**config.mk**
```make
export PLATFORM = sky130hd
export DESIGN_NAME = axi_dma_w_sched
export DESIGN_NICKNAME = d
export VERILOG_FILES = /design/src/rtl/axi_dma_w_sched.sv
export SDC_FILE = /design/constraint.sdc
export NUM_CORES = 1
export LEC_CHECK = 0
export ABC_CLOCK_PERIOD_IN_PS = 4580
export CAP_MARGIN = 20
export CORE_ASPECT_RATIO = 0.5
export CORE_MARGIN = 2
export CORE_UTILIZATION = 30
export CTS_BUF_LIST = sky130_fd_sc_hd__clkbuf_4 sky130_fd_sc_hd__clkbuf_8 sky130_fd_sc_hd__clkbuf_16
export CTS_CLUSTER_SIZE = 25
export DETAILED_ROUTE_END_ITERATION = 10
export GPL_TIMING_DRIVEN = 0
export PLACE_DENSITY = 0.78
export REMOVE_ABC_BUFFERS = 1
export SYNTH_ARGS = -nofsm -noshare
export SYNTH_HDL_FRONTEND = slang
export SYNTH_SLANG_ARGS = --single-unit
```
**constraint.sdc**
```tcl
create_clock -name clk -period 4.58 [get_ports clk]
set_input_delay 0.687 -clock clk [delete_from_list [all_inputs] [get_ports clk]]
set_output_delay 0.687 -clock clk [all_outputs]
set_load 0.02 [all_outputs]
```
**src/rtl/axi_dma_w_sched.sv**
```systemverilog
// axi_dma_w_sched: write-side burst scheduler for the AXI4 DMA write path.
// Gates burst commands onto AW under an outstanding-burst credit limit (OD).
// Queues accepted burst lengths and frames the user stream into W beats with wlast.
// Retires bursts on B responses.
// Optional: define AXI_DMA_W_SCHED_WBUF_EN to insert a 2-entry registered skid
// buffer between the user stream and the W channel.
module axi_dma_w_sched #(
  parameter int AXI_DW     = 128,
  parameter int AXI_IW     = 12,
  parameter int AXI_LW     = 8,
  parameter int AXI_WSTRBW = 16,
  parameter int AXI_BRESPW = 2,
  parameter int OD         = 4
) (
  input  logic                      clk,
  input  logic                      reset_n,
  input  logic                      cmd_valid,
  input  logic [AXI_LW-1:0]         cmd_len,
  output logic                      cmd_ready,
  output logic                      axi_awvalid,
  input  logic                      axi_awready,
  output logic [AXI_DW-1:0]         axi_wdata,
  output logic [AXI_WSTRBW-1:0]     axi_wstrb,
  output logic                      axi_wlast,
  output logic                      axi_wvalid,
  input  logic                      axi_wready,
  input  logic [AXI_IW-1:0]         axi_bid,
  input  logic [AXI_BRESPW-1:0]     axi_bresp,
  input  logic                      axi_bvalid,
  output logic                      axi_bready,
  input  logic                      usr_wvalid,
  input  logic [AXI_DW-1:0]         usr_wdata,
  output logic                      usr_wready,
  output logic [$clog2(OD):0]       outstanding,
  output logic                      idle,
  output logic                      err,
  input  logic                      err_clr
);

  localparam int PW = $clog2(OD);
  localparam int CW = PW + 1;

  logic [CW-1:0]     out_cnt_reg;
  logic [CW-1:0]     fifo_cnt_reg;
  logic [PW-1:0]     wr_ptr_reg;
  logic [PW-1:0]     rd_ptr_reg;
  logic [AXI_LW-1:0] len_mem [OD];
  logic [AXI_LW-1:0] beat_cnt_reg;
  logic              err_reg;

  logic              credit_ok;
  logic              aw_fire;
  logic              b_fire;
  logic              fifo_ne;
  logic [AXI_LW-1:0] fifo_head;
  logic              in_fire;   // a beat enters the framing logic
  logic              in_last;   // that beat closes the head burst
  logic              fifo_pop;
  logic              buf_empty;

  // B id is not checked: responses are counted, not matched to bursts.
  logic unused_bid;
  assign unused_bid = ^axi_bid;

  // AW gating under credit; both handshake outputs are combinational.
  assign credit_ok   = (out_cnt_reg < CW'(OD));
  assign axi_awvalid = cmd_valid & credit_ok;
  assign cmd_ready   = axi_awready & credit_ok;
  assign aw_fire     = cmd_valid & cmd_ready;

  assign axi_bready  = (out_cnt_reg != '0);
  assign b_fire      = axi_bvalid & axi_bready;

  assign fifo_ne     = (fifo_cnt_reg != '0);
  assign fifo_head   = len_mem[rd_ptr_reg];
  assign fifo_pop    = in_fire & in_last;

  genvar gi;
  generate
    for (gi = 0; gi < AXI_WSTRBW; gi++) begin : g_strb
      assign axi_wstrb[gi] = 1'b1;
    end
  endgenerate

`ifdef AXI_DMA_W_SCHED_WBUF_EN
  logic [1:0]        buf_cnt_reg;
  logic [AXI_DW-1:0] buf_data_reg [2];
  logic              buf_last_reg [2];
  logic              out_fire;
  logic [1:0]        buf_wr_idx;

  // Accept user data only while a burst is queued and the buffer has room.
  assign usr_wready  = fifo_ne & (buf_cnt_reg != 2'd2);
  assign in_fire     = usr_wvalid & usr_wready;
  assign in_last     = (beat_cnt_reg == fifo_head);
  assign axi_wvalid  = (buf_cnt_reg != 2'd0);
  assign axi_wdata   = buf_data_reg[0];
  assign axi_wlast   = buf_last_reg[0];
  assign out_fire    = axi_wvalid & axi_wready;
  assign buf_wr_idx  = buf_cnt_reg - {1'b0, out_fire};
  assign buf_empty   = (buf_cnt_reg == 2'd0);

  // Skid buffer: entry 0 drives W; shift on output, append at the free slot.
  always_ff @(posedge clk or negedge reset_n) begin
    if (!reset_n) begin
      buf_cnt_reg     <= 2'd0;
      buf_data_reg[0] <= '0;
      buf_data_reg[1] <= '0;
      buf_last_reg[0] <= 1'b0;
      buf_last_reg[1] <= 1'b0;
    end else begin
      if (out_fire) begin
        buf_data_reg[0] <= buf_data_reg[1];
        buf_last_reg[0] <= buf_last_reg[1];
      end
      if (in_fire) begin
        buf_data_reg[buf_wr_idx[0]] <= usr_wdata;
        buf_last_reg[buf_wr_idx[0]] <= in_last;
      end
      buf_cnt_reg <= buf_cnt_reg + {1'b0, in_fire} - {1'b0, out_fire};
    end
  end
`else
  // Combinational pass-through; W only runs while a burst length is queued.
  assign axi_wvalid  = usr_wvalid & fifo_ne;
  assign usr_wready  = axi_wready & fifo_ne;
  assign axi_wdata   = usr_wdata;
  assign axi_wlast   = fifo_ne & (beat_cnt_reg == fifo_head);
  assign in_fire     = axi_wvalid & axi_wready;
  assign in_last     = axi_wlast;
  assign buf_empty   = 1'b1;
`endif

  // Length FIFO storage; no reset needed, validity is tracked by the count.
  always_ff @(posedge clk) begin
    if (aw_fire) begin
      len_mem[wr_ptr_reg] <= cmd_len;
    end
  end

  // Length FIFO pointers and occupancy; push and pop may coincide.
  always_ff @(posedge clk or negedge reset_n) begin
    if (!reset_n) begin
      wr_ptr_reg   <= '0;
      rd_ptr_reg   <= '0;
      fifo_cnt_reg <= '0;
    end else begin
      if (aw_fire) wr_ptr_reg <= wr_ptr_reg + 1'b1;
      if (fifo_pop) rd_ptr_reg <= rd_ptr_reg + 1'b1;
      fifo_cnt_reg <= fifo_cnt_reg + {{(CW-1){1'b0}}, aw_fire}
                                   - {{(CW-1){1'b0}}, fifo_pop};
    end
  end

  // Beat counter within the head burst; wraps to zero on the last beat.
  always_ff @(posedge clk or negedge reset_n) begin
    if (!reset_n) begin
      beat_cnt_reg <= '0;
    end else if (in_fire) begin
      beat_cnt_reg <= in_last ? '0 : beat_cnt_reg + 1'b1;
    end
  end

  // Outstanding-burst credit counter: issue adds, response retires.
  always_ff @(posedge clk or negedge reset_n) begin
    if (!reset_n) begin
      out_cnt_reg <= '0;
    end else begin
      case ({aw_fire, b_fire})
        2'b10:   out_cnt_reg <= out_cnt_reg + 1'b1;
        2'b01:   out_cnt_reg <= out_cnt_reg - 1'b1;
        default: out_cnt_reg <= out_cnt_reg;
      endcase
    end
  end

  // Sticky error flag; a new error response beats a simultaneous clear.
  always_ff @(posedge clk or negedge reset_n) begin
    if (!reset_n) begin
      err_reg <= 1'b0;
    end else if (b_fire && (axi_bresp != '0)) begin
      err_reg <= 1'b1;
    end else if (err_clr) begin
      err_reg <= 1'b0;
    end
  end

  assign outstanding = out_cnt_reg;
  assign err         = err_reg;
  assign idle        = (out_cnt_reg == '0) & ~fifo_ne & buf_empty;

endmodule

```
==> results of run 1 <==
## layout make-up
cell class | count | area, sq um
fill | 1112 | 8130
clock buffer | 5 | 125
sequential | 51 | 1440
inverter | 11 | 41.3
clock inverter | 3 | 28.8
timing repair buffer | 28 | 280
tap | 145 | 181
multi-input combinational | 130 | 925
## cell families after synthesis
| logic type | count (synthesis) | synth area share (%) |
|---|---|---|
| AOI/OAI and AO/OA | 18 | 2.92 |
| xor gates and xnor gates | 21 | 5.29 |
| adders and majority gates | 10 | 4.03 |
| buffers and inverters | 162 | 33.7 |
| DFF | 51 | 41.3 |
| muxes | 15 | 5.15 |
| other | 1 | 0.108 |
| and+or+nand+nor | 50 | 7.49 |
## worst min-delay path by stage
| stage | endpoint | slack [ns] | depth (start not counted) |
|---|---|---|---|
| detailed placement | outstanding[0] | 0.52 | 1 |
| finish | outstanding[0] | 0.53 | 1 |
| global route | outstanding[0] | 0.54 | 1 |
| global placement | fifo_cnt_reg[0] | 0.48 | 1 |
| floorplan | beat_cnt_reg[0] | 0.39 | 0 |
| CTS | outstanding[0] | 0.53 | 1 |
## per-layer routing
layer,vias up,wire length (um)
li1,716,-
met1,855,3610
met2,328,9110
met3,55,6450
met4,14,919
met5,-,503
## placed cells by master (no fill, tap or decap), types with 4 or more instances in the layout
cell,instances
nor3_1,7
inv_1,11
clkbuf_16,5
and2_1,4
dfrtp_1,19
conb_1,16
and3_1,6
nor2_1,10
a21oi_1,4
nand2_1,8
o21ai_0,10
mux2i_1,13
xnor2_1,14
edfxtp_1,32
clkdlybuf4s50_1,28
nand3_1,8
ha_1,8
xor2_1,7
## power breakdown
| part | leakage [nW] | switching (mW) | internal, mW |
|---|---|---|---|
| logic | 0.525 | 0.211 | 0.184 |
| registers | 0.521 | 0.0733 | 0.568 |
| clock network | 0.0759 | 0.170 | 0.208 |
## synthesized netlist by cell type, drive strengths merged (7+ instances only)
cell type and number:
nand2 8, edfxtp 32, dfrtp 19, xor2 7
nand3 8, buf 147, mux2i 13, ha 8
xnor2 14, nor3 8, o21ai 10, inv 11
nor2 10
==> summary.md, run 1 <==
| Metric | Value |
|---|---|
| Pin count of the biggest net entering global routing | `20` |
| Number of antenna repair diodes | `0` |
| Post-route ant nets | `0` |
| Number of failing hold endpoints at the final stage | `0` |
| Share of layout cells above drive strength 1 | `4.82%` |
| Clock insertion delay at the later pin of the skew report | `0.29 ns` |
| Grt met3 use | `49.6%` |
| Setup violations, final | `0` |
| CTS tree | `built` |
| CTS hold repair buffers | `0` |
| F_max | `261 MHz` |
| Cell chain of the critical path | `mux2i_1 > xnor2_1 > or3_1 > a211o_1 > nor2_1 > clkdlybuf4s50_1` |
| Drt initial violations | `125` |
| Required time reported for the critical path endpoint | `3.89 ns` |
| Synthesis-stage register bit count | `51` |
| Total placed instance area | `0.00286 sq mm` |
| Global placer's final weighted congestion | `1.09` |
| Floorplan core area | `0.0111 sq mm` |
| Clock edge transition at the registers on the reported setup and hold paths | `0.07 ns` |
| Cell area after layout | `0.00302 sq mm` |
| Share of the core filled with cells in the final layout | `27.1%` |
| Power density cells | `469 mW/mm^2` |
| Synth Warn # | `0` |
| Antenna violations before repair | `0` |
| Remaining global-route overflow | `0` |
| Kind of critical path | `register to output pin` |
| Share of the synthesized area in the top cell type | `31.1%` |
| Number of detailed-route iterations in the first pass | `4` |
| Kind of start point of the critical path | `register` |
| Netlist area before placement | `0.00348 sq mm` |
| Post-synth top area cell | `buf_4` |
| Max rail drop VDD | `0.000170 V` |
| Worst R2R Start | `rd_ptr_reg[1]` |
| Worst-Margin Slew | `0.938 ns` |
| DRT Wirelength | `20600 um` |
| Global-route wire length before repair | `24300 um` |
| Status | `finished clean` |
| Crit path from | `rd_ptr_reg[1]` |
| R2R cell count | `11` |
| Prevailing post-synth register cell | `edfxtp_1` |
| Average wire per cell in the routed design | `55.2 um` |
| Final count of pins violating max slew | `0` |
| Number of nets at the end of the flow | `395` |
| Growth of design area from synthesis to finish | `-13.2%` |
| Flop2flop setup slack | `1.21 ns` |
| Post-route DRC | `0` |
| Half-perimeter wire length of the detailed placement result | `19100 um` |
| Chip width | `156 um` |
| Post-cts gate resize count | `0` |
| Initial core utilization | `31.2%` |
| Port-buffer cells | `28` |
| Number of instances in the synthesized netlist | `328` |
| Number of global-route vias before repair | `1753` |
| Final Non-Filler Cells | `373` |
| Std cell rows | `27` |
| Die height | `80.1 um` |
| CP Capture Point | `axi_wlast` |
| Clock period minus final worst setup slack | `3.83 ns` |
| Post-placement worst setup slack | `1.03 ns` |
| Root Driver | `clkbuf_16` |
| Total number of cells along the worst setup path | `6` |
| Global router's overall resource usage | `32.8%` |
| Global routing's busiest layer | `met2` |
| Startpoint of the tightest hold check path | `outstanding[0]` |
| Endpoint of the worst-slack reg-to-reg timing path | `fifo_cnt_reg[2]` |
| Via count | `1968` |
| Met2 capacity usage during global routing | `51.3%` |
| Cell types with the largest area share after synthesis | `buf_4, edfxtp_1, dfrtp_1` |
| Worst path top cell family by delay | `flip-flops` |
| Max transition margin | `37.3%` |
| Placed cell count | `365` |
| CTS H-tree lvls | `2` |
| Die area | `0.0125 sq mm` |
| Crit path arrival time | `3.15 ns` |
| Part of the cycle the worst path needs | `83.7%` |
| Total Power Consumption | `1.41 mW` |
| Sort of element at the end of the critical path | `output pin` |
| Number of vias per cell after detailed routing | `5.28` |
| Maximum cell stage delay along the critical path | `0.83 ns` |
| RSZ-0062 raised after global routing | `false` |
| Fin Setup TNS | `0 ns` |
| Number of flops mapped to enable cells by yosys | `32` |
| CTS Buf Count | `5` |
| Crit path buffers/inverters | `1` |
| Number of top-level design ports | `313` |
| Average cell area after synthesis | `10.6 sq um` |
| Seq/Total Area, Yosys | `41.3%` |
| Postcts setup bufs | `0` |
| Final worst hold slack | `0.533 ns` |
| Max reg flops | `32` |
| GR Util met1 | `15.3%` |
| Count of max-cap constraint violations | `0` |
| Clk sinks | `51` |
| Critical-path cell with the highest stage delay | `dfrtp_1` |
| Minimum setup slack in the final design | `0.745 ns` |
| Worst min-delay path class | `register to register` |
| Critical path fanouts, max | `15` |
| Number of buffers on the longest clock path | `2` |
| Final worst clock skew | `0.00816 ns` |
| Total leakage power | `1.12 nW` |
| Number of different library cells in the post-synthesis netlist | `31` |
| Async set or reset register ratio after synthesis | `37.3%` |
Power figures use the tool's default switching activity.
==> run 2: changes to the inputs <==
- ABC_CLOCK_PERIOD_IN_PS: 4580 -> 3900
- clock period: 4.58 -> 3.9 ns (I/O delays scaled with it)
==> results of run 2 <==
The final DEF is identical to that of run 1. Status: finished clean.
Main changes from that run: setup slack after placement 1.03 ns -> 0.454 ns; setup slack after layout 0.745 ns -> 0.167 ns; register-to-register setup slack 1.21 ns -> 0.53 ns; total power 1.41 mW -> 1.66 mW; worst IR drop on VDD 0.000170 V -> 0.000199 V
==> RTL edit, RTL diff (flow settings as in run 2) <==
Change the parameter `OD` from 4 to 8.
--- a/src/rtl/axi_dma_w_sched.sv
+++ b/src/rtl/axi_dma_w_sched.sv
@@ -10,7 +10,7 @@
   parameter int AXI_LW     = 8,
   parameter int AXI_WSTRBW = 16,
   parameter int AXI_BRESPW = 2,
-  parameter int OD         = 4
+  parameter int OD         = 8
 ) (
   input  logic                      clk,
   input  logic                      reset_n,
Ports: changed (resized outstanding); port bits go from 313 to 314. No check against the original RTL was run, so the function may have changed too.
==> RTL edit against run 2 <==
Power increased by 66%. Cell area increased by 58%. Area after synthesis increased by 42%. Via count increased by 42%. Sequential cell count increased by 36. Hold slack got worse by 0.018 ns. Routed wire length increased by 27%. Count of clock-buffer cells in the layout increased by 4. Die area increased by 40%. Setup slack got worse by 0.0020 ns.
==> RTL edit: results (changes against run 2) <==
DRT Pass-1 Iters 7 (+3); top cells by area, synth edfxtp_1, buf_4, dfrtp_1; RR Startpoint rd_ptr_reg[0]$_DFFE_PN0P_; Fill cells 1593 (+43%); Mapped Avg Cell Area 12.2 um2 (+15%); P_int 1890 uW (+68%); Synth top cells by count buf_4, edfxtp_1, dfrtp_1; R2R depth 13 (+2); post-DP HPWL 22400 um (+17%); via count 2804 (+42%); delay-heaviest family, CP multiplexers; Port Buf Inserts 29 (+3.6%); first-pass GRT wire length 31500 um (+30%); EDFF count, synth 64 (+100%); status complete, no violations; max incr delay on CP 0.62 ns (-0.21 ns); Cell Area, Placed 4430 um2 (+55%); Leakage 0.00172 uW (+53%); Slew HR 33.9% (-3.4 points); H-tree levels 3 (+1); maximum vdd drop 0.257 mV (+29%); CTS buffer count 9 (+4); worst hold slack 0.515 ns (-0.0179 ns); dpl cells 524 (+44%); WL/cell 48.2 um (-13%)
[RTL edit: cell types whose count changed in the layout (fill, tap and decap cells not counted), sizes merged, moves of 5 or more]
cell | before | now
edfxtp | 32 | 64
nand2 | 8 | 16
xnor2 | 14 | 6
mux2i | 13 | 20
mux4 | 2 | 9
a22o | 0 | 6
nor2b | 2 | 8
buf | 0 | 5
nor3 | 8 | 3
[RTL edit: cell families (layout without fill, tap and decap cells)]
group | count (synthesis) | count (layout) | synth area share, %
buffers and inverters | 164 | 62 | 24.0
other | 1 | 16 | 0.0761
muxes | 31 | 31 | 8.63
adders and majority gates | 13 | 13 | 3.60
DFF | 87 | 87 | 50.7
xor gates and xnor gates | 14 | 14 | 2.49
and+or+nand+nor | 62 | 62 | 6.50
AOI/OAI and AO/OA | 31 | 31 | 4.04
[RTL edit: metal layers]
metal	part of all wire [%]	global-route usage (%)	wire length, um	up-vias
li1	-	-	-	1048
met3	34	47.5	8980	51
met2	38	39.4	10100	384
met4	3.8	12.4	1000	14
met5	2.1	24.9	544	-
met1	21	18.5	5580	1307
[RTL edit: layout make-up]
cell class	count	area [um2]	share of cell area, %
multi-input combinational	167	1310	27.5
timing repair buffer	34	345	7.23
clock buffer	9	225	4.71
clock inverter	7	63.8	1.34
sequential	87	2500	52.4
tap	227	284	5.94
inverter	12	45.0	0.942
[RTL edit: power groups by stage]
| stage | combinational (uW) | clock [uW] | sequential (uW) |
|---|---|---|---|
| global route | 733 | 877 | 1270 |
| CTS | 658 | 837 | 1250 |
| detailed placement | 645 | 0 | 1270 |
| floorplan | 422 | 0 | 1260 |
| finish | 667 | 835 | 1260 |
| global placement | 611 | 0 | 1260 |
[RTL edit: repair_timing]
action / CTS / global route
hold buffers: 0 / 0
setup endpoints to repair: 5 / 0
resized for setup: 4 / 0
buffers inserted: 2 / 0
